===== src/rtl/answer_pkg.sv =====
`default_nettype none
// ============================================================================
//  Module   : answer_pkg
//  Brief    : Shared types and helpers for the answer judge: FSM state
//             encoding, nibble width and a digit extraction function.
//  Revision : 1.0  initial release
// ============================================================================
package answer_pkg;

    localparam int NIBBLE = 4;

    // Digit index wide enough for the largest legal DIGITS (8)
    typedef logic [2:0] idx_t;

    typedef enum logic [1:0] {
        IDLE    = 2'd0,
        READY   = 2'd1,
        COMPARE = 2'd2,
        OVER    = 2'd3
    } state_t;

    // Return nibble i of a 32-bit word (digit i = word[4i+3:4i])
    function automatic logic [NIBBLE-1:0] digit(input logic [31:0] word, input idx_t i);
        return word[i*NIBBLE +: NIBBLE];
    endfunction

endpackage
`default_nettype wire


===== src/rtl/digit_scorer.sv =====
`default_nettype none
// ============================================================================
//  Module   : digit_scorer
//  Brief    : Combinational scoring of one guess digit at position k against
//             the whole answer: strike on same position, otherwise ball when
//             the value appears anywhere else in the answer.
//  Revision : 1.0  initial release
// ============================================================================
module digit_scorer
    import answer_pkg::*;
#(
    parameter  int DIGITS = 4,
    localparam int KW     = (DIGITS > 1) ? $clog2(DIGITS) : 1
) (
    input  logic [NIBBLE-1:0]        guess_digit,
    input  logic [NIBBLE*DIGITS-1:0] answer,
    input  logic [KW-1:0]            k,
    output logic                     is_strike,
    output logic                     is_ball
);

    logic [DIGITS-1:0] w_match;
    logic [31:0]       w_answer_word;

    assign w_answer_word = 32'(answer);

    // One equality comparator per answer position
    generate
        for (genvar j = 0; j < DIGITS; j++) begin : g_match
            assign w_match[j] = (digit(w_answer_word, idx_t'(j)) == guess_digit);
        end
    endgenerate

    // Without a strike, w_match[k] is clear, so any remaining match is at j != k
    assign is_strike = w_match[k];
    assign is_ball   = !is_strike && (|w_match);

endmodule
`default_nettype wire


===== src/rtl/answer_judge.sv =====
`default_nettype none
// ============================================================================
//  Module   : answer_judge
//  Brief    : Latches the generator's answer word, accepts guesses over a
//             valid/ready handshake, scores them one digit per cycle into
//             strikes/balls and tracks the attempt budget (win / lose).
//  Revision : 1.0  initial release
// ============================================================================
module answer_judge
    import answer_pkg::*;
#(
    parameter  int DIGITS    = 4,
    parameter  int MAX_TRIES = 10,
    localparam int CW        = $clog2(DIGITS + 1),
    localparam int TW        = $clog2(MAX_TRIES + 1)
) (
    input  logic                     clk,
    input  logic                     rst,
    input  logic [31:0]              rand_word,
    input  logic                     write_enable,
    input  logic                     guess_valid,
    input  logic [NIBBLE*DIGITS-1:0] guess,
    output logic                     guess_ready,
    output logic                     result_valid,
    output logic [CW-1:0]            strikes,
    output logic [CW-1:0]            balls,
    output logic [TW-1:0]            tries_left,
    output logic                     win,
    output logic                     lose,
    output logic                     busy
);

    localparam int KW = (DIGITS > 1) ? $clog2(DIGITS) : 1;
    localparam int GW = NIBBLE * DIGITS;

    state_t              r_state;
    state_t              w_next_state;
    logic [GW-1:0]       r_answer;
    logic [GW-1:0]       r_guess;
    logic [KW-1:0]       r_k;
    logic [CW-1:0]       r_acc_s;
    logic [CW-1:0]       r_acc_b;
    logic [CW-1:0]       r_strikes;
    logic [CW-1:0]       r_balls;
    logic [TW-1:0]       r_tries;
    logic                r_win;
    logic                r_lose;
    logic                r_result_valid;

    logic [NIBBLE-1:0]   w_guess_digit;
    logic                w_is_strike;
    logic                w_is_ball;
    logic                w_last;
    logic                w_win;
    logic                w_out_of_tries;
    logic                w_accept;
    logic [CW-1:0]       w_sum_s;
    logic [CW-1:0]       w_sum_b;
    logic                w_unused_rand;

    // Only the low DIGITS nibbles of the generator word form the answer
    assign w_unused_rand  = ^rand_word;

    assign w_guess_digit  = digit(32'(r_guess), idx_t'(r_k));
    assign w_last         = (r_k == KW'(DIGITS - 1));
    assign w_sum_s        = r_acc_s + CW'(w_is_strike);
    assign w_sum_b        = r_acc_b + CW'(w_is_ball);
    assign w_win          = (w_sum_s == CW'(DIGITS));
    assign w_out_of_tries = (r_tries == TW'(1));
    assign w_accept       = (r_state == READY) && guess_valid;

    digit_scorer #(
        .DIGITS (DIGITS)
    ) u_scorer (
        .guess_digit (w_guess_digit),
        .answer      (r_answer),
        .k           (r_k),
        .is_strike   (w_is_strike),
        .is_ball     (w_is_ball)
    );

    // State register
    always_ff @(posedge clk or posedge rst) begin
        if (rst) begin
            r_state <= IDLE;
        end else begin
            r_state <= w_next_state;
        end
    end

    // Next-state logic; a new answer overrides everything, including a live compare
    always_comb begin
        w_next_state = r_state;
        if (write_enable) begin
            w_next_state = READY;
        end else begin
            case (r_state)
                READY: begin
                    if (guess_valid) begin
                        w_next_state = COMPARE;
                    end
                end
                COMPARE: begin
                    if (w_last) begin
                        w_next_state = (w_win || w_out_of_tries) ? OVER : READY;
                    end
                end
                default: begin
                    w_next_state = r_state;
                end
            endcase
        end
    end

    // Datapath: answer capture, guess capture, digit-serial accumulation, results
    always_ff @(posedge clk or posedge rst) begin
        if (rst) begin
            r_answer       <= '0;
            r_guess        <= '0;
            r_k            <= '0;
            r_acc_s        <= '0;
            r_acc_b        <= '0;
            r_strikes      <= '0;
            r_balls        <= '0;
            r_tries        <= '0;
            r_win          <= 1'b0;
            r_lose         <= 1'b0;
            r_result_valid <= 1'b0;
        end else begin
            r_result_valid <= 1'b0;
            if (write_enable) begin
                r_answer  <= rand_word[GW-1:0];
                r_tries   <= TW'(MAX_TRIES);
                r_win     <= 1'b0;
                r_lose    <= 1'b0;
                r_strikes <= '0;
                r_balls   <= '0;
                r_acc_s   <= '0;
                r_acc_b   <= '0;
                r_k       <= '0;
            end else if (w_accept) begin
                r_guess <= guess;
                r_acc_s <= '0;
                r_acc_b <= '0;
                r_k     <= '0;
            end else if (r_state == COMPARE) begin
                if (w_last) begin
                    // OVER is entered at zero, so this decrement never wraps
                    r_strikes      <= w_sum_s;
                    r_balls        <= w_sum_b;
                    r_result_valid <= 1'b1;
                    r_tries        <= r_tries - TW'(1);
                    r_win          <= w_win;
                    r_lose         <= !w_win && w_out_of_tries;
                end else begin
                    r_acc_s <= w_sum_s;
                    r_acc_b <= w_sum_b;
                    r_k     <= r_k + KW'(1);
                end
            end
        end
    end

    assign guess_ready  = (r_state == READY);
    assign busy         = (r_state == COMPARE);
    assign result_valid = r_result_valid;
    assign strikes      = r_strikes;
    assign balls        = r_balls;
    assign tries_left   = r_tries;
    assign win          = r_win;
    assign lose         = r_lose;

endmodule
`default_nettype wire


===== config.mk =====
export PLATFORM = sky130hd
export DESIGN_NAME = answer_judge
export DESIGN_NICKNAME = d
export VERILOG_FILES = /design/src/rtl/answer_pkg.sv /design/src/rtl/digit_scorer.sv /design/src/rtl/answer_judge.sv
export SDC_FILE = /design/constraint.sdc
export NUM_CORES = 1
export LEC_CHECK = 0
export BUFFER_PORTS_ARGS = -buffer_cell sky130_fd_sc_hd__buf_4
export CELL_PAD_IN_SITES_DETAIL_PLACEMENT = 0
export CELL_PAD_IN_SITES_GLOBAL_PLACEMENT = 1
export CORE_MARGIN = 8
export CORE_UTILIZATION = 44
export CTS_BUF_LIST = sky130_fd_sc_hd__clkbuf_2
export DETAILED_ROUTE_END_ITERATION = 6
export PLACE_DENSITY_LB_ADDON = 0.1
export SETUP_SLACK_MARGIN = 0.02
export SLEW_MARGIN = 20
export SYNTH_ARGS = -nofsm -noshare
export SYNTH_HDL_FRONTEND = slang
export SYNTH_HIERARCHICAL = 1
export SYNTH_SLANG_ARGS = --single-unit

===== constraint.sdc =====
create_clock -name clk -period 3.82 [get_ports clk]
set_clock_uncertainty 0.1 [all_clocks]
set_input_delay 0.382 -clock clk [delete_from_list [all_inputs] [get_ports clk]]
set_output_delay 0.382 -clock clk [all_outputs]
set_load 0.005 [all_outputs]

# [After elaboration in Yosys (flattened, before gate mapping)]
# Index checks and enable logic that the tools add are counted.
[op_classes] n_eq_ne=13 add_sub_neg=4 magnitude_cmp=1 shifts=1 n_mux=43 bitwise_logic=1 n_reduce_logical=15
[op_table] operator="$mux W3" n=16
[op_table] operator="$shiftx A32 B5 Y4" n=1
[op_table] operator="$eq A4 B4 Y1" n=4
[op_table] operator="$mux W2" n=8
[op_table] operator="$mux W4" n=4
[op_table] operator="$mux W1" n=13
[op_table] operator="$add A3 B1 Y3" n=2
[op_table] operator="$ne A3 B2 Y1 const B" n=2
[op_table] operator="$reduce_and A3 Y1" n=2
[op_table] operator="$reduce_bool A3 Y1" n=2
[op_table] operator="$eq A2 B2 Y1 const B" n=2
[op_table] operator="$eq A4 B1 Y1 const B" n=1
[op_table] operator="$pmux W2 S2" n=1
[op_table] operator="$reduce_and A2 Y1" n=2
[op_table] operator="$reduce_bool A2 Y1" n=2
[op_table] operator="$reduce_or A4 Y1" n=1
[op_table] operator="$sub A4 B1 Y4 const B" n=1
[op_table] operator="$eq A3 B3 Y1 const B" n=1
[op_table] operator="$logic_and A1 B1 Y1" n=3
[op_table] operator="$lt A2 B3 Y1 const B" n=1
[op_table] operator="$ne A3 B3 Y1 const B" n=1
[op_table] operator="$add A2 B1 Y2 const B" n=1
[op_table] operator="$bmux W1 S2" n=1
[op_table] operator="$eq A2 B1 Y1 const B" n=1
[op_table] operator="other kinds (4)" n=5
[word_totals] inputBits=52 output_inout_bits=15 register_bits=55

# [Longest topological paths before layout]
# Gate-level depths: netlist of run 1.
[depth] ltp_word=12 depth_mapped=13

# [Hierarchy]
# The synthesis of run 1 kept the hierarchy.
[modules_own_cells] module="answer_judge" seq_area_each_um2=1376.3 area_per_inst_um2=2519.9 instances=1 cells_each=183
[modules_own_cells] module="digit_scorer" seq_area_each_um2=0.0 area_per_inst_um2=315.3 instances=1 cells_each=38

# [Worst setup path before layout of run 1]
# OpenSTA, ideal clock, no wires.
[synth_path] path_kind="register to register" from="register r_k[0]" to="register r_state[1]" period_less_slack_ns=3.120 stages_incl_launch_ff=12 t_required_ns=3.626 path_slack_ns=0.700 t_arrival_ns=2.926 setup_ns=0.094 path_cell_list="dfrtp_1 buf_2 mux4_2 buf_4 xnor2_1 nand4_2 mux2i_1 mux2_4 ha_1 ha_1 or3_1 a211oi_1"
[synth_via] elab_chain_cells=11 word_cells_on_any_way=17 cone_classes="add/sub: 1; eq/ne: 7; shift: 1; mux: 6; reduce/logical: 2"
[synth_lines] element="start: declaration" line="answer_judge.sv:40" rtl="logic [KW-1:0] r_k;"
[synth_lines] element="start signal: assignment" line="answer_judge.sv:158" rtl="r_k <= r_k + KW'(1);"
[synth_lines] element="$shiftx A32 B5 Y4 (*)" line="answer_pkg.sv:24" rtl="return word[i*NIBBLE +: NIBBLE];"
[synth_lines] element="named net w_guess_digit[2]" line="answer_judge.sv:50" rtl="logic [NIBBLE-1:0] w_guess_digit;"
[synth_lines] element="$eq A4 B4 Y1" line="digit_scorer.sv:30" rtl="assign w_match[j] = (digit(w_answer_word, idx_t'(j)) == guess_digit);"
[synth_lines] element="$bmux W1 S2 (*)" line="digit_scorer.sv:35" rtl="assign is_strike = w_match[k];"
[synth_lines] element="$mux W1 (not written as such) (*)" line="digit_scorer.sv:35"
[synth_lines] element="named net w_is_strike" line="answer_judge.sv:51" rtl="logic w_is_strike;"
[synth_lines] element="$add A3 B1 Y3 (*)" line="answer_judge.sv:66" rtl="assign w_sum_s = r_acc_s + CW'(w_is_strike);"
[synth_lines] element="$eq A3 B3 Y1 (*)" line="answer_judge.sv:68" rtl="assign w_win = (w_sum_s == CW'(DIGITS));"
[synth_lines] element="$logic_or A1 B1 Y1 (*)" line="answer_judge.sv:105" rtl="w_next_state = (w_win || w_out_of_tries) ? OVER : READY;"
[synth_lines] element="$mux W2 (*)" line="answer_judge.sv:105"
[synth_lines] element="$mux W2 (*)" line="answer_judge.sv:104" rtl="if (w_last) begin"
[synth_lines] element="$pmux W2 S2 (*)" line="answer_judge.sv:97" rtl="case (r_state)"
[synth_lines] element="$mux W2 (*)" line="answer_judge.sv:94" rtl="if (write_enable) begin"
[synth_lines] element="end signal: assignment" line="answer_judge.sv:87" rtl="r_state <= w_next_state;"
[synth_lines] element="end: declaration" line="answer_judge.sv:36" rtl="state_t r_state;"
# Mark *: on every way through the listed nets, which the timed path passes. The rest lies on a longest branch. The select of a mux whose other input is x is not followed.
# A chain may end at the register's enable or synchronous reset.

# [Worst setup path after layout of run 1]
# Ends and elaborated chain as after synthesis.

==> results of run 1 <==
-- metal layers --
layer / part of all wire [%] / global-route usage, % / routed length [microns]
met2: 49 / 19.1 / 2860
met5: 0 / 0 / 0
met4: 0.49 / 3.07 / 29
met3: 4.2 / 3.98 / 247
met1: 47 / 17.5 / 2750
-- Yosys cell counts (2+ instances only) --
library cell	n	share of area [%]
sky130_fd_sc_hd__dfrtp_1	55	49
sky130_fd_sc_hd__mux2_2	22	8.7
sky130_fd_sc_hd__xnor2_1	21	6.5
sky130_fd_sc_hd__nand2_1	14	1.9
sky130_fd_sc_hd__nor2_1	13	1.7
sky130_fd_sc_hd__mux2_4	11	5.8
sky130_fd_sc_hd__a21oi_1	10	1.8
sky130_fd_sc_hd__ha_1	7	3.1
sky130_fd_sc_hd__mux2i_1	7	2.5
sky130_fd_sc_hd__buf_2	6	1.1
sky130_fd_sc_hd__buf_4	4	1.1
sky130_fd_sc_hd__buf_6	4	1.6
sky130_fd_sc_hd__inv_1	4	0.53
sky130_fd_sc_hd__mux4_2	4	3.2
sky130_fd_sc_hd__nand3b_1	4	1.1
sky130_fd_sc_hd__nand4_2	3	1.3
sky130_fd_sc_hd__nor2b_1	3	0.66
sky130_fd_sc_hd__a211oi_1	2	0.53
sky130_fd_sc_hd__nand4_1	2	0.44
sky130_fd_sc_hd__nor4bb_1	2	0.71
sky130_fd_sc_hd__o21ai_0	2	0.35
sky130_fd_sc_hd__or3_1	2	0.44
-- worst paths after layout --
kind                                         start                 endpoint  slack (ns)
min                                       guess[0]   r_guess[0]$_DFFE_PP0P_        0.08
max                             r_k[0]$_DFFE_PP0P_   r_state[1]$_DFFE_PP0P_        0.38
min reg2reg                r_guess[10]$_DFFE_PP0P_  r_guess[10]$_DFFE_PP0P_        0.44
min in group asynchronous                      rst     balls[0]$_DFFE_PP0P_        0.50
max reg2reg                     r_k[0]$_DFFE_PP0P_   r_state[1]$_DFFE_PP0P_        0.38
max in group asynchronous                      rst   result_valid$_DFF_PP0_        2.48
-- critical path, stage by stage (launching register included) --
cell and delay, ns:
sky130_fd_sc_hd__dfrtp_1 0.73, sky130_fd_sc_hd__mux4_2 0.68, sky130_fd_sc_hd__xnor2_1 0.17, sky130_fd_sc_hd__nand4_1 0.15
sky130_fd_sc_hd__mux2i_1 0.10, sky130_fd_sc_hd__mux2_4 0.29, sky130_fd_sc_hd__ha_1 0.18, sky130_fd_sc_hd__ha_1 0.32
sky130_fd_sc_hd__or3_1 0.41, sky130_fd_sc_hd__a211oi_1 0.23
-- layout make-up --
| type | instances | share of cell area (%) |
|---|---|---|
| Clock inverter | 3 | 1.09 |
| Timing Repair Buffer | 82 | 19.5 |
| Multi-Input combinational cell | 146 | 36.9 |
| Clock buffer | 5 | 0.703 |
| Tap cell | 77 | 2.71 |
| Inverter | 4 | 0.457 |
| Sequential cell | 55 | 38.7 |
-- power by group --
| group | internal, mW | switching (mW) |
|---|---|---|
| Combinational | 0.200 | 0.134 |
| Clock | 0.108 | 0.179 |
| Sequential | 0.647 | 0.0454 |
-- state kept, by name, indices dropped and copies added (netlist names), 2 cells and up --
| register | flops |
|---|---|
| balls | 3 |
| r_acc_b | 3 |
| r_acc_s | 3 |
| r_answer | 16 |
| r_guess | 16 |
| r_k | 2 |
| r_state | 2 |
| strikes | 3 |
| tries_left | 4 |
-- repair_timing --
action,CTS,global route
hold buffers,0,31
setup endpoints to repair,0,0
endpoints found under the hold margin,0,77
-- logic make-up after synthesis --
logic type               Yosys count
multiplexers                      44
XOR/XNOR                          21
buffers and inverters             20
AO/OA/AOI/OAI                     21
flip-flops                        55
adder cells (fa/ha/maj)            7
AND/OR/NAND/NOR                   53
-- stage by stage --
step	power (mW)	worst slack (ns)	hold slack [ns]	area, sq um	utilization (%)
after floorplan	0.957	0.700	0.375	2840	-
after CTS	1.31	0.366	0.0227	3250	51.8
after global routing	1.40	0.135	0.00000466	3560	56.7
final	1.31	0.378	0.0765	3560	56.7
after detailed placement	1.02	0.406	0.393	3190	50.7
after global placement	1.01	0.395	0.387	3190	50.7
==> metrics list, run 1 <==
* P_leak: between 1.5 and 2 nW
- The later pin in the worst-skew pair is clocked with a latency of 0.42 ns.
- Summing every instance area after synthesis gives 2840 sq um.
* TritonCTS clock tree: done
* RePlAce Congestion: 0.693
* Per-cell routed wire length: 15.8 microns
- The share of the Yosys chip area taken by registers is roughly half.
* Initial antenna violation count: 0
- Layout Area Growth over Synthesis: 25.6%
* Register cell area after layout: 1380 sq um
- The flow ran to the end, and the final reports show no timing, DRC or antenna violations.
- Leaving out fill and tap cells, the most frequent cell in the layout is sky130_fd_sc_hd__dfrtp_1.
- Number of optimization iterations in the first detailed-route pass: 4
* Minimum clock period after layout: 3.44 ns
- Number of nets with antenna violations after routing: 0
- Data on the critical path is required at its endpoint by approximately 4 ns.
- Entering global routing, the biggest net connects between 40 and 50 pins.
- Yosys Warn Count: 6
* WP data arrival: 3.69 ns
* # Max-Cap Violations: 0
* Sum of negative setup slack: 0 ns
* Final nets: 353
- The synthesized netlist devotes under 10% of its cell area to XOR and XNOR gates.
* Die width: roughly 96 microns
- I/O Buffers: 50
* Clock root buffer master: sky130_fd_sc_hd__clkbuf_2
- The final number of max-transition violations came to 0.
* Via count of the first global-routing pass: ~1.7k
- Layout Cells excl Fill: around 370
- Synth Area in Adders: ~3.1%
* Count of routing violations after the opening detailed-route iteration: 75
- 0 antenna diodes ended up in the layout.
- The die is ~96 microns tall.
* Critical Path Source Type: flop
- Footprint of the multi-input gates: 1320 sq um
- Synthesized netlist net count: 280
- Die Area: 9270 sq um
* Initial core utilization: 45.2%
* H-tree Lvls: 2
- After synthesis, the largest family of logic cells by area is multiplexers.
- Multiplexer fraction of the synthesized cell area: 20.2%
- Global-route usage over all layers: 12.7%
- Routed vias/inst: 4.98
* Clock-pin transition on the worst setup and hold timing paths: 0.27 ns
* Num rows: 29
- During I/O placement, the number of pins put on the boundary was 67.
- In the final layout, the share of cells above drive strength 1 is 35.3%.
- Hold-critical path depth: 2
- Number of buffers between clock root and the deepest sink: 2
- Summing the areas of all compound-gate instances in the mapped netlist gives 4.72% of the synthesized area.
* Count of final hold-check violations: 0
- The first global-routing pass estimated roughly 9000 microns of wire.
* Number of cells in the design after placement: 333
* Number of enable flip-flop cells after synthesis: 0
- The path class of the tightest hold or removal check is in2reg.
* Worst-margin pin slew: 0.941 ns
- In this run the worst path has a maximum fanout of 11.
* Fraction of the cycle the final worst path needs: between 90% and 100%
- Most instantiated flip-flop cell in the synthesis netlist: sky130_fd_sc_hd__dfrtp_1
- STA classifies the critical path endpoint as a flop.
- The HPWL after detailed placement is 3990 microns.
- Post-CTS Setup Bufs: 0
- Setup repair after global routing left no endpoint under its margin.
- Path type of the worst setup path: reg2reg
- Measured against its own limit, the worst slew margin works out to 37.0%.
- Syn Area/Cell: ~13 sq um
- The region available for standard cell placement spans roughly 6300 sq um.
* Final setup fails: 0
* Areal power density over the cells: around 370 nW/um^2
* Fraction of synthesis flops using an asynchronous set or reset pin: 100%
* Gr ovfl total: 0
- Number of sinks handled by clock tree synthesis: 55
- Logic depth of the worst register-to-register path: 9
- Number of flip-flops and latches in the synthesized netlist: 55
* Routed vias: 1854
* Most frequent cells in the layout: sky130_fd_sc_hd__dfrtp_1, sky130_fd_sc_hd__buf_4, sky130_fd_sc_hd__dlygate4sd3_1
- Buffers inserted during clock tree synthesis total 5.
- Fill cells in the final layout number 541.
- Summing the areas of all and, or, nand and nor instances in the mapped netlist gives 11.9% of the synthesized area.
- Final wirelength: ~5900 microns
- The worst-case IR drop observed on VDD is about 0.00025 V.
- Remaining design rule violation count: 0
* Gate count after technology mapping: approximately 220
- Once the clock tree was built, the resizer swapped 0 gates to a different size.
- In this run, distinct cell masters in the synthesized netlist total 41.
* Top achievable clock speed: approximately 290 MHz
Power figures use the tool's default switching activity.
==> inputs of run 2 (changes only) <==
--- a/config.mk
+++ b/config.mk
@@ -8,11 +8,13 @@
 export BUFFER_PORTS_ARGS = -buffer_cell sky130_fd_sc_hd__buf_4
 export CELL_PAD_IN_SITES_DETAIL_PLACEMENT = 0
 export CELL_PAD_IN_SITES_GLOBAL_PLACEMENT = 1
+export CORE_ASPECT_RATIO = 0.75
 export CORE_MARGIN = 8
 export CORE_UTILIZATION = 44
 export CTS_BUF_LIST = sky130_fd_sc_hd__clkbuf_2
 export DETAILED_ROUTE_END_ITERATION = 6
 export PLACE_DENSITY_LB_ADDON = 0.1
+export RECOVER_POWER = 50
 export SETUP_SLACK_MARGIN = 0.02
 export SLEW_MARGIN = 20
 export SYNTH_ARGS = -nofsm -noshare
==> constraint.sdc (replaced) <==
create_clock -name clk -period 3.85 [get_ports clk]
set_clock_uncertainty 0.1 [all_clocks]
set_input_delay 0.385 -clock clk [delete_from_list [all_inputs] [get_ports clk]]
set_output_delay 0.385 -clock clk [all_outputs]
set_load 0.005 [all_outputs]
==> run 2 against run 1 <==
Against the previous run:
- clock power down 25%
- setup slack better by 0.029 ns
- total power down 8.1%
- wire length fell by 6.9%
- largest power group unchanged
- core utilization fell by 4.9 points
==> metrics list, run 2 (same netlist as run 1, synthesis figures left out) <==
- The run finished with clean final reports.
- The worst setup path is of the reg2reg kind.
- The length of the first detailed-routing pass in iterations came to 4 (unchanged).
- The worst register-to-register path ends at r_acc_b[2]$_DFFE_PP0P_.
- STA classifies the critical path endpoint as a flop.
* Placeable core region: 6260 sq um (-0.34%)
- The number of DRC violations after detailed-routing iteration 0 came to 87 (+16%).
* Number of hold-repair buffers added at the cts stage: 1 (+1)
- The biggest fanout along the worst timing path is 11 (unchanged).
- Source of the worst hold timing path: rand_word[3]
- Count of final hold-check violations: 0 (unchanged)
- Count of filler cells inserted in the layout: 581 (+7.4%)
- The number of maximum-capacitance constraint violations is 0 (unchanged).
- Per-cell routed wire length: 15.8 microns (-0.20%)
* H-tree Lvls: 2 (unchanged)
* Maximum number of pins on one net before global-route repair: 35 (-29%)
- Die outline height: 85.5 microns (-11%)
- Initial antenna violation count: 0 (unchanged)
- The utilization of the core after routing was 51.9% (-4.9 points).
- The width of the chip is 109 microns (+13%).
- The maximum frequency from static timing analysis came to 291 MHz (about the same).
- Remaining design rule violation count: 0 (unchanged)
- Final nets: 324 (-8.2%)
- The final wirelength is 5480 microns (-6.9%).
- The area growth from synthesis to layout is 14.4%.
* Initial core utilization: 45.3% (+0.15 points)
- TritonCTS clock tree: done
- Die Area: 9300 sq um (+0.29%)
- Number of cells upsized or downsized after cts: 0 (unchanged)
* Sum of negative setup slack: 0 ns (unchanged)
- The setup fix buffers added after clock tree synthesis came to 0 (unchanged).
* IO Count: 67 (unchanged)
* Routed vias: 1768 (-4.6%)
* Routed vias/inst: 5.10 (+2.2%)
* Beginning of the worst register-to-register path: r_k[0]$_DFFE_PP0P_
* Hold-critical path depth: 2 (unchanged)
- The source-to-sink clock delay at the later pin of the worst-skew pair was 0.43 ns (about the same).
- The number of buffers created by CTS came to 5 (unchanged).
- Detail Placement HPWL: 4080 microns (+2.4%)
- The worst-margin pin slew is 1.36 ns (+0.422 ns).
- The power density normalized to cell area is 372 nW/um^2 (+0.86%).
* Share of cells above drive strength 1: 38.0% (+2.7 points)
- Num rows: 25 (-14%)
- Leaving out fill and tap cells, the most frequent cell in the layout is sky130_fd_sc_hd__dfrtp_1.
* R2R setup slack: 0.41 ns (+0.03 ns)
- Max-slew violation count: 0 (unchanged)
* RePlAce Congestion: 0.696 (+0.42%)
- The clock slew at the register clock pins of the worst setup and hold paths is 0.26 ns (about the same).
* Fraction of the cycle the final worst path needs: 89.4% (-0.69 points)
* Required time of the critical path: 4.08 ns (about the same)
- Number of buffers between clock root and the deepest sink: 2 (unchanged)
- The max-slew headroom at the worst pin is 9.09% (-28 points).
- WP data arrival: 3.67 ns (-0.02 ns)
- Min-Delay Path Class: in2reg
- Endpoint, Worst Hold: r_answer[3]$_DFFE_PP0P_
* Number of sinks handled by clock tree synthesis: 55 (unchanged)
- The cell count of the worst reg-to-reg path is 11 (+2).
* Unrepaired setup endpoints after global routing: no
- Inserted Diodes: 0 (unchanged)
- Leaving out fill and tap cells, the most frequent cells in the layout are sky130_fd_sc_hd__dfrtp_1, sky130_fd_sc_hd__buf_4, sky130_fd_sc_hd__mux2_2.
* Gr ovfl total: 0 (unchanged)
- The leakage power was 1.45 nW (-8.7%).
- Wire length of the first global-routing pass: 9540 microns (+4.5%)
- Worst-case vdd ir drop: 0.000171 V (-32%)
* Minimum clock period after layout: 3.44 ns (+0.000545 ns)
* Via count of the first global-routing pass: 1930 (+11%)
* Clock root buffer master: sky130_fd_sc_hd__clkbuf_2
- I/O Buffers: 50 (unchanged)
* Final setup fails: 0 (unchanged)
- Global-route usage over all layers: 12.7% (-0.035 points)
* Number of nets with antenna violations after routing: 0 (unchanged)
* Critical Path Source Type: flop
-- run 2: routing by layer --
metal	vias up	track usage (%)	part of all wire (%)
li1	855	-	-
met5	-	0	0
met4	0	2.97	0.69
met2	39	17.4	42
met1	869	19.1	52
met3	5	3.45	5.6
-- run 2: worst max path at each step --
stage                             from                endpoint  cells past startpoint
CTS                 r_k[0]$_DFFE_PP0P_  r_acc_b[2]$_DFFE_PP0P_                     11
global placement    r_k[0]$_DFFE_PP0P_  r_acc_b[2]$_DFFE_PP0P_                     11
detailed placement  r_k[0]$_DFFE_PP0P_  r_acc_b[2]$_DFFE_PP0P_                     11
floorplan           r_k[0]$_DFFE_PP0P_  r_state[1]$_DFFE_PP0P_                     11
finish              r_k[0]$_DFFE_PP0P_  r_acc_b[2]$_DFFE_PP0P_                     11
global route        r_k[0]$_DFFE_PP0P_  r_acc_b[2]$_DFFE_PP0P_                     11
-- run 2: cell type report --
class                      instances  area, sq um  area share (%)
timing repair buffer              53          399            12.3
sequential                        55         1380            42.4
multi-input combinational        146         1320            40.5
clock buffer                       6         30.0           0.926
inverter                           4         15.0           0.463
clock inverter                     2         7.51           0.231
tap                               81          101            3.12
-- run 2: stage by stage --
step / hold slack (ns) / power [mW] / area (sq um) / setup slack (ns) / cells
2_1_floorplan: 0.375 / 0.950 / 2840 / 0.730 / 221
5_1_grt: 0.00683 / 1.28 / 3240 / 0.140 / 347
4_1_cts: 0.0213 / 1.23 / 3240 / 0.346 / 346
3_3_place_gp: 0.387 / 1.00 / 3190 / 0.398 / 337
3_5_place_dp: 0.397 / 1.01 / 3190 / 0.376 / 337
6_report: 0.0601 / 1.21 / 3240 / 0.408 / 347
-- run 2: worst max-delay path, stage by stage, from the launching register on --
cell and delay (ns):
sky130_fd_sc_hd__dfrtp_1 0.71, sky130_fd_sc_hd__mux4_2 0.68, sky130_fd_sc_hd__xnor2_1 0.18, sky130_fd_sc_hd__nand4_2 0.16, sky130_fd_sc_hd__mux2i_1 0.09, sky130_fd_sc_hd__mux2_4 0.30
sky130_fd_sc_hd__nor3_2 0.21, sky130_fd_sc_hd__ha_1 0.18, sky130_fd_sc_hd__ha_1 0.19, sky130_fd_sc_hd__nor4bb_1 0.34, sky130_fd_sc_hd__xnor2_1 0.16, sky130_fd_sc_hd__nor2_1 0.05
-- run 2: report_power, final --
part | leakage [nW] | internal [mW] | switching (mW)
Combinational | 0.742 | 0.179 | 0.129
Sequential | 0.683 | 0.641 | 0.0441
Clock | 0.0281 | 0.0437 | 0.170
Total | 1.45 | 0.864 | 0.343
==> inputs of run 3 (changes only) <==
--- a/config.mk
+++ b/config.mk
@@ -5,12 +5,12 @@
 export SDC_FILE = /design/constraint.sdc
 export NUM_CORES = 1
 export LEC_CHECK = 0
+export ABC_AREA = 1
 export BUFFER_PORTS_ARGS = -buffer_cell sky130_fd_sc_hd__buf_4
 export CELL_PAD_IN_SITES_DETAIL_PLACEMENT = 0
 export CELL_PAD_IN_SITES_GLOBAL_PLACEMENT = 1
-export CORE_ASPECT_RATIO = 0.75
 export CORE_MARGIN = 8
-export CORE_UTILIZATION = 44
+export CORE_UTILIZATION = 40
 export CTS_BUF_LIST = sky130_fd_sc_hd__clkbuf_2
 export DETAILED_ROUTE_END_ITERATION = 6
 export PLACE_DENSITY_LB_ADDON = 0.1
==> run 3 against run 2 <==
Against the previous run:
- the run now ends with max-capacitance violations, max-slew violations left
- worst hold slack got worse by 0.028 ns
- synthesized area decreased by 0.22%
- cell count rose by 61%
- non-clock buffer count is 28 higher
==> metrics list, run 3 <==
- The cell count of the worst reg-to-reg path is 18 (+7).
- Min-Delay Path Class: in2reg
- In the layout the commonest cells are sky130_fd_sc_hd__nand2_1, sky130_fd_sc_hd__dfrtp_1, sky130_fd_sc_hd__buf_4.
- The critical path starts at write_enable.
- The number of buffers created by CTS came to 5 (unchanged).
- The final weighted congestion of routability-driven global placement was 0.726 (+4.3%).
* Worst slew slack as a fraction of its limit: -0.653% (-9.7 points)
- The layout cell share with drive strength beyond 1 was 15.8% (-22 points).
- The startpoint identified for the worst register-to-register timing path is r_k[0]$_DFFE_PP0P_.
- Yosys instantiated no cell more often than sky130_fd_sc_hd__nand2_1.
- Final nets: 520 (+60%)
- The maximum cell stage delay along the critical path was 0.81 ns (+0.10 ns).
- IO Count: 67 (unchanged)
* Most instantiated cells after synthesis: sky130_fd_sc_hd__nand2_1, sky130_fd_sc_hd__dfrtp_1, sky130_fd_sc_hd__inv_1, sky130_fd_sc_hd__o21ai_0, sky130_fd_sc_hd__a21oi_1
* End of the worst register-to-register path: r_state[1]$_DFFE_PP0P_
- Path type of the worst setup path: in2reg
- # Max-Cap Violations: 1 (+1)
- Library cell occupying the most area in the post-synthesis netlist: sky130_fd_sc_hd__dfrtp_1
- Number of enable flip-flop cells after synthesis: 0 (unchanged)
- The initial core utilization is 41.4% (-3.9 points).
* Required time of the critical path: 4.12 ns (+0.04 ns)
- The library cell used most frequently in the layout, excluding fill and tap cells, is sky130_fd_sc_hd__nand2_1.
* Number of optimization iterations in the first detailed-route pass: 4 (unchanged)
- The shortest period the worst path allows came to 3.08 ns (-0.361 ns).
* Placeable core region: 6830 sq um (+9.2%)
* Areal power density over the cells: 373 nW/um^2 (+0.45%)
- The via count of the first global-routing pass came to 2417 (+25%).
* I/O Buffers: 50 (unchanged)
* Number of cells upsized or downsized after cts: 0 (unchanged)
- The floorplan die area is 10000 sq um (+7.8%).
* Count of routing violations after the opening detailed-route iteration: 50 (-43%)
* Remaining design rule violation count: 0 (unchanged)
- The worst setup margin was 0.769 ns (+0.361 ns).
- Sum of negative setup slack: 0 ns (unchanged)
* Routed vias/inst: 4.40 (-14%)
* Gate count after technology mapping: 381 (+72%)
* H-tree Lvls: 2 (unchanged)
- Synthesized netlist net count: 440 (+57%)
* Maximum number of pins on one net before global-route repair: 29 (-17%)
- The all-layer global routing usage was 13.7% (+1.0 points).
- The warning count from the yosys run is 6 (unchanged).
* Critical-path cell list: clkbuf_1, inv_1, nand3_1, clkinvlp_2, o21ai_0
- In the synthesized netlist the dominant register cell turns out to be sky130_fd_sc_hd__dfrtp_1.
- The first-pass GRT wire length is 11200 microns (+18%).
- CP endpoint kind: flop
- The maximum frequency from static timing analysis was 325 MHz (+12%).
- The post-place setup slack is 0.945 ns (+0.569 ns).
- The number of fill cells in the layout is 693 (+19%).
- Highest-delay cell along the critical path: sky130_fd_sc_hd__clkinvlp_2
- Share of synthesized area occupied by flip-flops and latches: 48.7% (+0.11 points)
* Initial antenna violation count: 0 (unchanged)
* CP Max Fanout: 26 (+15)
- Cell Area, Synth: 2830 sq um (-0.22%)
* Critical Path Source Type: primary input
- Setup repair after global routing left no endpoint under its margin.
- The antenna cell count was 0 (unchanged).
- Fraction of the cycle the final worst path needs: 80.0% (-9.4 points)
- TritonCTS built the clock tree.
- Fraction of synthesis flops using an asynchronous set or reset pin: 100% (unchanged)
- The largest vdd supply drop was 0.000206 V (+21%).
- Clock root buffer master: sky130_fd_sc_hd__clkbuf_2
* WP data arrival: 3.35 ns (-0.32 ns)
- In this run the worst setup path terminates at r_guess[7]$_DFFE_PP0P_.
- The number of vias in the routed layout was 2457 (+39%).
- Synth area leaders: sky130_fd_sc_hd__dfrtp_1, sky130_fd_sc_hd__nand2_1, sky130_fd_sc_hd__inv_1
- The number of different library cells in the post-synthesis netlist came to 20 (-51%).
- The source-to-sink clock delay at the later pin of the worst-skew pair came to 0.44 ns (about the same).
- Final setup fails: 0 (unchanged)
- Number of nets with antenna violations after routing: 0 (unchanged)
- The worst-margin pin slew is 1.51 ns (+0.146 ns).
- The global route total overflow is 0 (unchanged).
- Status: finished with violations
- P_leak: 1.98 nW (+36%)
- Compared with the post-synthesis result, the final layout area differs by 27.9%.
- Count of final hold-check violations: 0 (unchanged)
- The total clock sinks was 55 (unchanged).
* Per-cell routed wire length: 11.7 microns (-26%)
- Max-slew violation count: 29 (+29)
- The final reports fail on max-capacitance violations, max-slew violations.
* Detail Placement HPWL: 4630 microns (+13%)
- The number of standard-cell rows in the floorplan is 30 (+20%).
- The final wirelength was 6520 microns (+19%).
- The clock slew at the register clock pins of the worst setup and hold paths is 0.28 ns (+0.02 ns).
- The maximum number of buffers from clock root to sink came to 2 (unchanged).
- Syn Area/Cell: 7.43 sq um (-42%)
- The flip-flop and latch count after synthesis came to 55 (unchanged).
- Die width: 100 microns (-7.9%)
* Die outline height: 100 microns (+17%)
* Portion of synthesized cell area occupied by the leading cell type: 48.7% (+0.11 points)
- The register-to-register path setup slack came to 0.87 ns (+0.46 ns).
## run 3: cell count changes in the layout (fill, tap and decap cells not counted), moves of 11 or more
cell                            change
sky130_fd_sc_hd__nand2_1          +175
sky130_fd_sc_hd__inv_1             +35
sky130_fd_sc_hd__dlygate4sd3_1     +28
sky130_fd_sc_hd__mux2_2            -22
sky130_fd_sc_hd__xnor2_1           -21
sky130_fd_sc_hd__o21ai_0           +18
sky130_fd_sc_hd__mux2_4            -11
## run 3: how the worst min path moves through the flow
stage | startpoint | endpoint | slack, ns | depth (start not counted)
4_1_cts | rand_word[3] | r_answer[3]$_DFFE_PP0P_ | 0.0009 | 3
5_1_grt | rand_word[11] | r_answer[11]$_DFFE_PP0P_ | 0.002 | 3
2_1_floorplan | r_guess[0]$_DFFE_PP0P_ | r_guess[0]$_DFFE_PP0P_ | 0.34 | 2
3_3_place_gp | balls[1]$_DFFE_PP0P_ | balls[1]$_DFFE_PP0P_ | 0.35 | 2
6_report | guess[0] | r_guess[0]$_DFFE_PP0P_ | 0.03 | 3
3_5_place_dp | balls[1]$_DFFE_PP0P_ | balls[1]$_DFFE_PP0P_ | 0.36 | 2
## run 3: repair_timing
action / 4_1_cts / 5_1_grt
hold endpoints to repair: 55 / 1
hold buffers: 29 / 1
buffers inserted: 0 / 0
## run 3: per-layer routing
metal	up-vias	track usage (%)	share of wire, %
li1	1315	-	-
met1	1093	17.4	50
met2	42	22.6	45
met3	7	3.32	4.1
met4	0	3.84	1.3
met5	-	0	0
## run 3: per-stage QoR
step	util, %	cell area (sq um)	hold slack [ns]	power (mW)	std cells
after global routing	53.0	3620	0.00178	1.45	558
after global placement	47.9	3270	0.355	1.04	520
final	53.0	3620	0.0317	1.35	558
after floorplan	-	2830	0.344	0.945	381
after detailed placement	47.9	3270	0.360	1.05	520
after CTS	53.1	3630	0.000945	1.38	557
## run 3: cells by family (layout without fill, tap and decap cells)
group | Yosys count | count (layout) | share of synthesized area [%]
fa+ha+maj | 7 | 7 | 3.10
flops | 55 | 55 | 48.7
buf+inv | 53 | 134 | 8.18
compound gates | 38 | 38 | 6.72
xor+xnor | 3 | 3 | 0.929
simple gates | 225 | 225 | 32.4
## run 3: where the power goes
part	total (mW)	leakage (nW)	internal [mW]	switching, mW
combinational	0.368	1.24	0.146	0.222
clock	0.297	0.0410	0.110	0.186
sequential	0.686	0.699	0.648	0.0378
## run 3: worst max-delay path: cells and delay by family
kind	cells	cell delay (ns)
AO/OA/AOI/OAI	1	0.40
buffers and inverters	3	1.99
AND/OR/NAND/NOR	1	0.57
## run 3: final cells by class
| cell class | count | area (sq um) | area share [%] |
|---|---|---|---|
| Timing Repair Buffer | 81 | 676 | 18.7 |
| Clock buffer | 5 | 25.0 | 0.692 |
| Sequential cell | 55 | 1380 | 38.0 |
| Clock inverter | 3 | 42.5 | 1.18 |
| Inverter | 45 | 170 | 4.70 |
| Multi-Input combinational cell | 273 | 1210 | 33.4 |
| Tap cell | 96 | 120 | 3.32 |
